===== config.mk =====
export PLATFORM = sky130hd
export DESIGN_NAME = mic_alu_serial
export DESIGN_NICKNAME = d
export VERILOG_FILES = /design/src/rtl/mic_alu_pkg.sv /design/src/rtl/alu_digit.sv /design/src/rtl/mic_alu_serial.sv
export SDC_FILE = /design/constraint.sdc
export NUM_CORES = 1
export LEC_CHECK = 0
export ABC_AREA = 1
export CAP_MARGIN = 20
export CORE_ASPECT_RATIO = 1.75
export CORE_MARGIN = 4
export CORE_UTILIZATION = 30
export DETAILED_ROUTE_END_ITERATION = 8
export HOLD_SLACK_MARGIN = 0.15
export PLACE_DENSITY = 0.47
export RECOVER_POWER = 50
export SYNTH_ARGS = -nofsm -noshare
export SYNTH_HDL_FRONTEND = slang
export SYNTH_SLANG_ARGS = --single-unit

===== constraint.sdc =====
create_clock -name clk -period 3.9 [get_ports clk]
set_clock_uncertainty 0.1 [all_clocks]
set_input_delay 0.78 -clock clk [delete_from_list [all_inputs] [get_ports clk]]
set_output_delay 0.78 -clock clk [all_outputs]
set_load 0.01 [all_outputs]

===== src/rtl/mic_alu_pkg.sv =====
// ---------------------------------------------------------------------------
// mic_alu_pkg
// Shared definitions for the digit-serial Mic-1 ALU (mic_alu_serial).
//   FN_*        : function encodings of the {f0,f1} select pair
//   state_t     : sequencer states IDLE -> RUN -> SHIFT -> DONE
//   alu_ctrl_t  : the six operand controls plus the two shifter controls,
//                 latched together when an operation is accepted
//   fn_code()   : extracts the {f0,f1} function code from a control word
// ---------------------------------------------------------------------------
package mic_alu_pkg;

    localparam logic [1:0] FN_AND  = 2'b00;
    localparam logic [1:0] FN_OR   = 2'b01;
    localparam logic [1:0] FN_NOTB = 2'b10;
    localparam logic [1:0] FN_SUM  = 2'b11;

    typedef enum logic [1:0] {
        IDLE  = 2'd0,
        RUN   = 2'd1,
        SHIFT = 2'd2,
        DONE  = 2'd3
    } state_t;

    // Field order matches the concatenation {f0,f1,ena,enb,inva,inc,sll8,sra1}
    typedef struct packed {
        logic f0;
        logic f1;
        logic ena;
        logic enb;
        logic inva;
        logic inc;
        logic sll8;
        logic sra1;
    } alu_ctrl_t;

    function automatic logic [1:0] fn_code(input alu_ctrl_t ctrl);
        return {ctrl.f0, ctrl.f1};
    endfunction

endpackage


===== src/rtl/alu_digit.sv =====
// ---------------------------------------------------------------------------
// alu_digit
// Combinational DIGIT-bit slice of the Mic-1 ALU. Operands arrive already
// formed (inversion/enables applied by the caller).
//   wa, wb   in  DIGIT  formed A and B digit
//   f0, f1   in  1      function select (00 AND, 01 OR, 10 NOT B, 11 SUM)
//   cin      in  1      carry into the digit LSB (used by SUM only)
//   res      out DIGIT  digit result
//   cout     out 1      carry out of the digit MSB; 0 for logic functions
// ---------------------------------------------------------------------------
module alu_digit
    import mic_alu_pkg::*;
#(
    parameter int DIGIT = 8
) (
    input  logic [DIGIT-1:0] wa,
    input  logic [DIGIT-1:0] wb,
    input  logic             f0,
    input  logic             f1,
    input  logic             cin,
    output logic [DIGIT-1:0] res,
    output logic             cout
);

    logic [DIGIT:0] sum;

    always_comb begin
        sum  = {1'b0, wa} + {1'b0, wb} + {{DIGIT{1'b0}}, cin};
        res  = '0;
        cout = 1'b0;
        case ({f0, f1})
            FN_AND:  res = wa & wb;
            FN_OR:   res = wa | wb;
            FN_NOTB: res = ~wb;
            default: begin
                res  = sum[DIGIT-1:0];
                cout = sum[DIGIT];
            end
        endcase
    end

endmodule


===== src/rtl/mic_alu_serial.sv =====
// ---------------------------------------------------------------------------
// mic_alu_serial
// Digit-serial Mic-1 ALU + shifter. A WIDTH-bit operand pair is processed
// DIGIT bits per clock with the ripple carry held in a register between
// digits; the Mic-1 shifter and N/Z flags are applied after the last digit.
// Handshake: start accepted in IDLE or DONE, busy during RUN/SHIFT, done is a
// one-cycle pulse when result/flags are valid.
//   clk, rst_n                     clock, asynchronous active-low reset
//   start                          operation request
//   f0, f1                         function select (00 AND,01 OR,10 NOTB,11 SUM)
//   ena, enb, inva, inc            Mic-1 operand controls
//   sll8, sra1                     shifter controls (sll8 wins if both set)
//   a, b          [WIDTH-1:0]      operands
//   busy, done                     handshake status
//   result        [WIDTH-1:0]      shifter output
//   flag_n, flag_z                 negative / zero of the pre-shift ALU value
//   carry_out                      carry out of MSB for SUM, else 0
// ---------------------------------------------------------------------------
module mic_alu_serial
    import mic_alu_pkg::*;
#(
    parameter int WIDTH = 32,
    parameter int DIGIT = 8
) (
    input  logic             clk,
    input  logic             rst_n,
    input  logic             start,
    input  logic             f0,
    input  logic             f1,
    input  logic             ena,
    input  logic             enb,
    input  logic             inva,
    input  logic             inc,
    input  logic             sll8,
    input  logic             sra1,
    input  logic [WIDTH-1:0] a,
    input  logic [WIDTH-1:0] b,
    output logic             busy,
    output logic             done,
    output logic [WIDTH-1:0] result,
    output logic             flag_n,
    output logic             flag_z,
    output logic             carry_out
);

    localparam int NUM_DIG = (DIGIT >= 1) ? (WIDTH / DIGIT) : 1;
    localparam int IDX_W   = (NUM_DIG > 1) ? $clog2(NUM_DIG) : 1;
    localparam logic [IDX_W-1:0] LAST_IDX = IDX_W'(NUM_DIG - 1);

    generate
        if ((DIGIT < 1) || (WIDTH < 9) ||
            (((DIGIT >= 1) ? (WIDTH % DIGIT) : 0) != 0)) begin : g_bad_params
            $error("mic_alu_serial: WIDTH must be >= 9 and a multiple of DIGIT >= 1");
        end
    endgenerate

    state_t                      state_q;
    state_t                      next_state;
    logic                        accept;

    logic [WIDTH-1:0]            a_q;
    logic [WIDTH-1:0]            b_q;
    alu_ctrl_t                   ctrl_q;
    alu_ctrl_t                   ctrl_in;
    logic [IDX_W-1:0]            idx_q;
    logic                        carry_q;
    logic [NUM_DIG-1:0][DIGIT-1:0] acc_q;

    logic [NUM_DIG-1:0][DIGIT-1:0] w_a;
    logic [NUM_DIG-1:0][DIGIT-1:0] w_b;
    logic [DIGIT-1:0]            dig_res;
    logic                        dig_cout;
    logic                        dig_cin;
    logic [WIDTH-1:0]            alu;
    logic [WIDTH-1:0]            shifted;

    assign ctrl_in = {f0, f1, ena, enb, inva, inc, sll8, sra1};

    // Operands are formed on the whole latched word; the digit mux then picks
    // the slice for the current index.
    assign w_a = (a_q & {WIDTH{ctrl_q.ena}}) ^ {WIDTH{ctrl_q.inva}};
    assign w_b = b_q & {WIDTH{ctrl_q.enb}};

    // The carry register is cleared on accept, so inc only enters at digit 0.
    assign dig_cin = carry_q | (ctrl_q.inc & (idx_q == '0));

    alu_digit #(
        .DIGIT (DIGIT)
    ) u_digit (
        .wa   (w_a[idx_q]),
        .wb   (w_b[idx_q]),
        .f0   (ctrl_q.f0),
        .f1   (ctrl_q.f1),
        .cin  (dig_cin),
        .res  (dig_res),
        .cout (dig_cout)
    );

    assign alu = acc_q;

    always_comb begin
        shifted = alu;
        if (ctrl_q.sll8) begin
            shifted = {alu[WIDTH-9:0], 8'h00};
        end else if (ctrl_q.sra1) begin
            shifted = {alu[WIDTH-1], alu[WIDTH-1:1]};
        end
    end

    always_ff @(posedge clk or negedge rst_n) begin
        if (!rst_n) begin
            state_q <= IDLE;
        end else begin
            state_q <= next_state;
        end
    end

    // DONE behaves like IDLE for start so back-to-back operations need no gap.
    always_comb begin
        next_state = state_q;
        accept     = 1'b0;
        busy       = 1'b0;
        done       = 1'b0;
        case (state_q)
            IDLE: begin
                if (start) begin
                    accept     = 1'b1;
                    next_state = RUN;
                end
            end
            RUN: begin
                busy = 1'b1;
                if (idx_q == LAST_IDX) begin
                    next_state = SHIFT;
                end
            end
            SHIFT: begin
                busy       = 1'b1;
                next_state = DONE;
            end
            DONE: begin
                done = 1'b1;
                if (start) begin
                    accept     = 1'b1;
                    next_state = RUN;
                end else begin
                    next_state = IDLE;
                end
            end
            default: next_state = IDLE;
        endcase
    end

    // The index saturates on the last digit; it is only cleared by accept.
    always_ff @(posedge clk or negedge rst_n) begin
        if (!rst_n) begin
            a_q       <= '0;
            b_q       <= '0;
            ctrl_q    <= '0;
            idx_q     <= '0;
            carry_q   <= 1'b0;
            acc_q     <= '0;
            result    <= '0;
            flag_n    <= 1'b0;
            flag_z    <= 1'b0;
            carry_out <= 1'b0;
        end else begin
            if (accept) begin
                a_q     <= a;
                b_q     <= b;
                ctrl_q  <= ctrl_in;
                idx_q   <= '0;
                carry_q <= 1'b0;
            end else if (state_q == RUN) begin
                acc_q[idx_q] <= dig_res;
                carry_q      <= dig_cout;
                if (idx_q != LAST_IDX) begin
                    idx_q <= idx_q + IDX_W'(1);
                end
            end
            if (state_q == SHIFT) begin
                result    <= shifted;
                flag_n    <= alu[WIDTH-1];
                flag_z    <= (alu == '0);
                carry_out <= carry_q & (fn_code(ctrl_q) == FN_SUM);
            end
        end
    end

endmodule


==> results.toml, run 1 <==
[grt]
grt_remaining_overflow = 0
track_usage = 0.1684
grt_max_degree = 77
antenna_found_initial = 0
first_global_vias = 6768
grt_pass1_wl_mm = 36.40

[routing]
drt_iter0_markers = 291
drtAntennaViolNets = 0
routed_wl_mm = 22.60
wl_per_cell_um = 15.99
vias = 6598
drtPass1Iterations = 5
drt_drc_violations_left = 0
via_per_inst = 4.669

[timing]
min_period_ns = 3.183
tightestPinTransition_ns = 2.549
fmax_ghz = 0.3142
setup_violations = 0
rsz0062_at_grt = "no"
setup-tns-final_ns = 0
whs_ns = 0.3761
slew_viol_final = 94
fin_crit_sh = 0.8160
worst_slew_margin_rel = -0.6996
final-hold-violation-count = 0

[layout]
layout_commonest_cell = "nand2_1"
regArea_um2 = 3603
layout-drive-gt1-share = 0.04905
nets = 1190
layout_common_cells = "nand2_1 (436), dfrtp_1 (144), clkdlybuf4s50_1 (110)"
post-route-cell-area_um2 = 9522
num_antenna_cells = 0
fill_cells = 2662
areaGrowthSynthToFinish_pct = 25.87
multiInputGateArea_um2 = 3395

[clock_tree]
path_clk_slew_ns = 0.06
cts_max_path_buffers = 2
cts_resized = 0
clock-sinks = 144
tritoncts.num_buffers = 17
holdBufCountCts = 0
post_cts_buffers = 0
htreeDepth = 4
root_buffer = "clkbuf_16"
insertion_delay_ns = 0.43
cts_tree = "built"

[worst_hold_path]
worstHoldPathType = "reg -> reg"
hp-start = "b_q[31]"
holdPathEnd = "b_q[31]"
min_path_cells = 2

[floorplan]
ios = 112
rows = 76
die_w_um = 128.0
die_h_um = 218.1
initial_core_util = 0.3060
core_area_um2 = 24720
die_area_um2 = 27920

[synth]
synthesis.area_um2 = 7565
synth-warning-count = 0
syn_avg_cell_area_um2 = 7.633
synth_fp_nets = 1093
ys_types = 31
synth_seq_area_share = 0.4763
synth_cells = 991
synth_seq_cells = 144

[critical_path]
path_max_fanout = 76
cp.arrival_ns = 3.39
ff2ff_path_depth = 7
worstReg2RegEnd = "idx_q[1]"
cp-end-kind = "flip-flop"
critical_path_class = "reg -> reg"
regToRegStartpoint = "state_q[0]"
crit_path_start_kind = "flip-flop"
critical_path_required_ns = 4.11
r2r_slack_ns = 0.72

[place]
gp_congestion = 0.8773
port_buffers = 111
place_area_um2 = 8940
dpl.hpwl_mm = 17.29

[power_and_ir_drop]
p_per_area_nw_per_um2 = 940.2
max-vdd-ir-drop_uv = 426.1
power.leakage_nw = 4.755

[job]
max-cap-violations = 2

[status]
violations = "max-capacitance violations, max-slew violations"
status = "finished with violations"
## metrics by stage
step	setup WS [ns]	power, mW	std cells	util
2_1_floorplan	1.151	5.802	991	-
3_3_place_gp	0.7590	7.361	1381	0.3616
3_5_place_dp	0.7489	7.363	1381	0.3616
4_1_cts	0.7335	9.106	1413	0.3861
5_1_grt	0.2768	9.815	1413	0.3851
6_report	0.7174	8.953	1413	0.3851
## metal layers
| layer | global-route usage | up-vias | part of all wire |
|---|---|---|---|
| met1 | 0.1869 | 3029 | 0.39 |
| met2 | 0.3058 | 156 | 0.54 |
| met5 | 0 | - | 0 |
| met4 | 0.08534 | 0 | 0.044 |
| met3 | 0.02647 | 47 | 0.028 |
| li1 | - | 3366 | - |
## sequential cells by signal, summed over array words and instances (netlist names)
register	flops
carry_out	1
state_q	2
flag_n	1
b_q	32
a_q	32
carry_q	1
ctrl_q	8
result	32
flag_z	1
acc_q	32
idx_q	2
## cells by family after synthesis
family / share of synthesized area
simple gates: 0.2780
compound gates: 0.1136
flops: 0.4763
buf+inv: 0.07493
fa+ha+maj: 0.04664
xor+xnor: 0.01042
## power breakdown
group	total (mW)	switching [mW]	internal, mW
clock network	1.68	0.663	1.02
registers	2.76	0.594	2.17
logic	4.51	2.86	1.65
total	8.95	4.12	4.84
## worst max path at each step
stage,from,end
final,state_q[0],idx_q[1]
after CTS,idx_q[0],acc_q[25]
after global placement,ctrl_q[4],acc_q[25]
after detailed placement,idx_q[0],acc_q[25]
after floorplan,idx_q[0],acc_q[1]
after global routing,state_q[0],idx_q[1]
## cell usage after synthesis
cell	count	area share
dfrtp_1	144	0.48
a211oi_1	2	0.0020
o22ai_1	11	0.0091
o21ai_0	68	0.045
buf_6	6	0.0089
nand2_1	436	0.22
inv_2	2	0.00099
o211ai_1	3	0.0030
nand3_1	42	0.028
inv_4	1	0.00083
or2_2	1	0.00083
xor2_1	9	0.010
nor4_1	2	0.0017
clkbuf_1	18	0.0089
nor3_1	3	0.0020
nor2_1	35	0.017
o21ai_1	7	0.0046
buf_1	4	0.0020
nand2_2	4	0.0033
nor2_2	1	0.00083
o21ai_2	1	0.0012
o221ai_1	23	0.027
a21oi_1	32	0.021
buf_2	13	0.0086
buf_4	4	0.0040
fa_1	2	0.0053
ha_1	25	0.041
nand3_2	1	0.0013
inv_1	82	0.041
nand4_1	8	0.0066
o21a_1	1	0.00099
## critical path, stage by stage, from the launching register on
cell      delay (ns)
dfrtp_1         0.40
inv_1           0.11
ha_1            0.33
inv_1           0.06
nand2_1         0.55
clkinv_1        0.14
clkbuf_2        0.80
a211oi_1        0.56
## cell type report
class                   count  share of cell area
clock buffers              18             0.04612
well taps                 312             0.04100
multi-input cells         717              0.3565
inverters                  85             0.03377
repair buffers            123              0.1267
flip-flops and latches    144              0.3784
clock inverters            14             0.01748
No activity file was read; power rests on OpenSTA's default activity.
==> inputs of run 2 (changes only) <==
--- a/config.mk
+++ b/config.mk
@@ -12,7 +12,7 @@
 export CORE_UTILIZATION = 30
 export DETAILED_ROUTE_END_ITERATION = 8
 export HOLD_SLACK_MARGIN = 0.15
-export PLACE_DENSITY = 0.47
+export PLACE_DENSITY = 0.49
 export RECOVER_POWER = 50
 export SYNTH_ARGS = -nofsm -noshare
 export SYNTH_HDL_FRONTEND = slang
==> constraint.sdc (replaced) <==
create_clock -name clk -period 2.8 [get_ports clk]
set_clock_uncertainty 0.1 [all_clocks]
set_input_delay 0.56 -clock clk [delete_from_list [all_inputs] [get_ports clk]]
set_output_delay 0.56 -clock clk [all_outputs]
set_load 0.01 [all_outputs]
==> run 2 against run 1 <==
The flow now finishes without violations. Die area stayed put. Worst hold slack worse by 0.011 ns. Fmax is 21% higher. Cell count is 2.1% higher. First-iteration DRC count is 2.1% lower. Combinational power is 63% higher. Utilization is 1.8 points higher. Clock power is 40% higher. Highest routed layer unchanged.
==> results.toml, run 2 (synthesis gave the netlist of run 1 again) <==
[status]
status = "complete, no violations"

[clock_tree]
htreeDepth = 4
root_buffer = "clkbuf_16"
tritoncts.num_buffers = 17
cts_max_path_buffers = 2
cts_tree = "built"
clock-sinks = 144
insertion_delay_ns = 0.43
path_clk_slew_ns = 0.06

[place]
port_buffers = 111
gp_congestion = 0.8438
dpl.hpwl_mm = 16.75

[critical_path]
critical_path_required_ns = 3.01
cp.depth = 13
cp.arrival_ns = 2.85
critical_path_class = "reg -> reg"
crit_top_cell = "nand2_1"
cpLargestDelayFamily = "adder cells"
cp-end-kind = "flip-flop"
crit_path_start_kind = "flip-flop"
cp_cell_sequence = "buf_6, o21ai_0, o22ai_1, nand2_1, xor2_2, fa_2, inv_2, fa_2, xor2_1, nand2_1, nand3_4, nand2_1, nand2_1"
critical_path.slowest_cell = "dfrtp_2"
cpPeakStageDelay_ns = 0.48
path_max_fanout = 6
path_buf_inv = 2
ff2ff_path_depth = 13

[power_and_ir_drop]
max-vdd-ir-drop_uv = 540.1
p_per_area_nw_per_um2 = 1357
power.leakage_nw = 4.927

[layout]
multiInputGateArea_um2 = 3568
fill_cells = 2627
final_util = 0.4029
areaGrowthSynthToFinish_pct = 31.67
regArea_um2 = 3605
nets = 1220
num_antenna_cells = 0
layout_commonest_cell = "nand2_1"
layout-drive-gt1-share = 0.1000
layout_common_cells = "nand2_1 (430), dfrtp_1 (143), clkdlybuf4s50_1 (110)"

[worst_hold_path]
worstHoldPathType = "in -> async"

[timing]
tightestPinTransition_ns = 1.493
rsz0062_at_grt = "yes"
setup_violations = 0
whs_ns = 0.3649
final-hold-violation-count = 0
slew_viol_final = 0
worst_slew_margin_rel = 0.004359
fin_crit_sh = 0.9429
fmax_ghz = 0.3788
min_period_ns = 2.640

[floorplan]
core_area_um2 = 24720
initial_core_util = 0.3060
die_h_um = 218.1
ios = 112
die_area_um2 = 27920
die_w_um = 128.0
rows = 76

[routing]
drt_iter0_markers = 285
vias = 6739
via_per_inst = 4.673
drtPass1Iterations = 4
wl_per_cell_um = 15.37
drt_drc_violations_left = 0
routed_wl_mm = 22.16
drtAntennaViolNets = 0

[grt]
track_usage = 0.1650
grt_max_degree = 86
grt_remaining_overflow = 0
antenna_found_initial = 0
grt_pass1_wl_mm = 36.35
first_global_vias = 6970

[job]
max-cap-violations = 0
## run 2: changes by cell type in the layout (fill, tap and decap cells not counted), sizes merged
cell / delta
clkbuf: +3
dlygate4sd2: -1
clkinvlp: -2
inv: +1
buf: +27
dlygate4sd3: +1
## run 2: final cells by class
| type | count | area share |
|---|---|---|
| well taps | 312 | 0.03919 |
| flip-flops and latches | 144 | 0.3619 |
| clock inverters | 12 | 0.01608 |
| inverters | 85 | 0.03253 |
| repair inverters | 1 | 0.0007537 |
| clock buffers | 19 | 0.04547 |
| repair buffers | 152 | 0.1458 |
| multi-input cells | 717 | 0.3582 |
## run 2: path summary, 6_finish.rpt
check | start | endpoint | slack (ns)
hold reg to reg | a_q[29] | a_q[29] | 0.37
setup reg to reg | idx_q[0] | acc_q[26] | 0.16
setup / recovery | idx_q[0] | acc_q[26] | 0.16
max in group asynchronous | rst_n | idx_q[0] | 0.51
min in group clk | a_q[29] | a_q[29] | 0.37
hold / removal | rst_n | a_q[15] | 0.36
## run 2: layer usage
metal  part of all wire  vias up  wire length, um  global-route usage
li1                   -     3427                -                   -
met1               0.38     3143             8438              0.1811
met2               0.55      130            12290              0.3041
met3              0.030       39              668             0.02598
met4              0.035        0              768             0.07967
met5                  0        -                0                   0
## run 2: power breakdown
group          switching (mW)  internal, mW  total (mW)
registers               0.802          3.02        3.82
clock network           0.908          1.45        2.36
logic                    4.36          2.98        7.34
## run 2: stage by stage
stage	instances	setup WS (ns)	area, um2	total power, mW	setup TNS (ns)
floorplan	991	0.05054	7565	8.081	0
global placement	1405	-0.04107	9158	10.64	-0.1977
CTS	1438	-0.01468	9806	13.17	-0.02706
finish	1442	0.1600	9961	13.52	0
detailed placement	1405	-0.09699	9158	10.70	-0.9354
global route	1442	-0.02025	9961	14.82	-0.07244
## run 2: timing repair
action,in CTS,in global routing
gates cloned,1,0
gates resized for setup,4,45
hold buffers,1,0
hold endpoints to repair,144,0
setup endpoints to repair,21,29
setup buffers,0,4
pin swaps,0,1
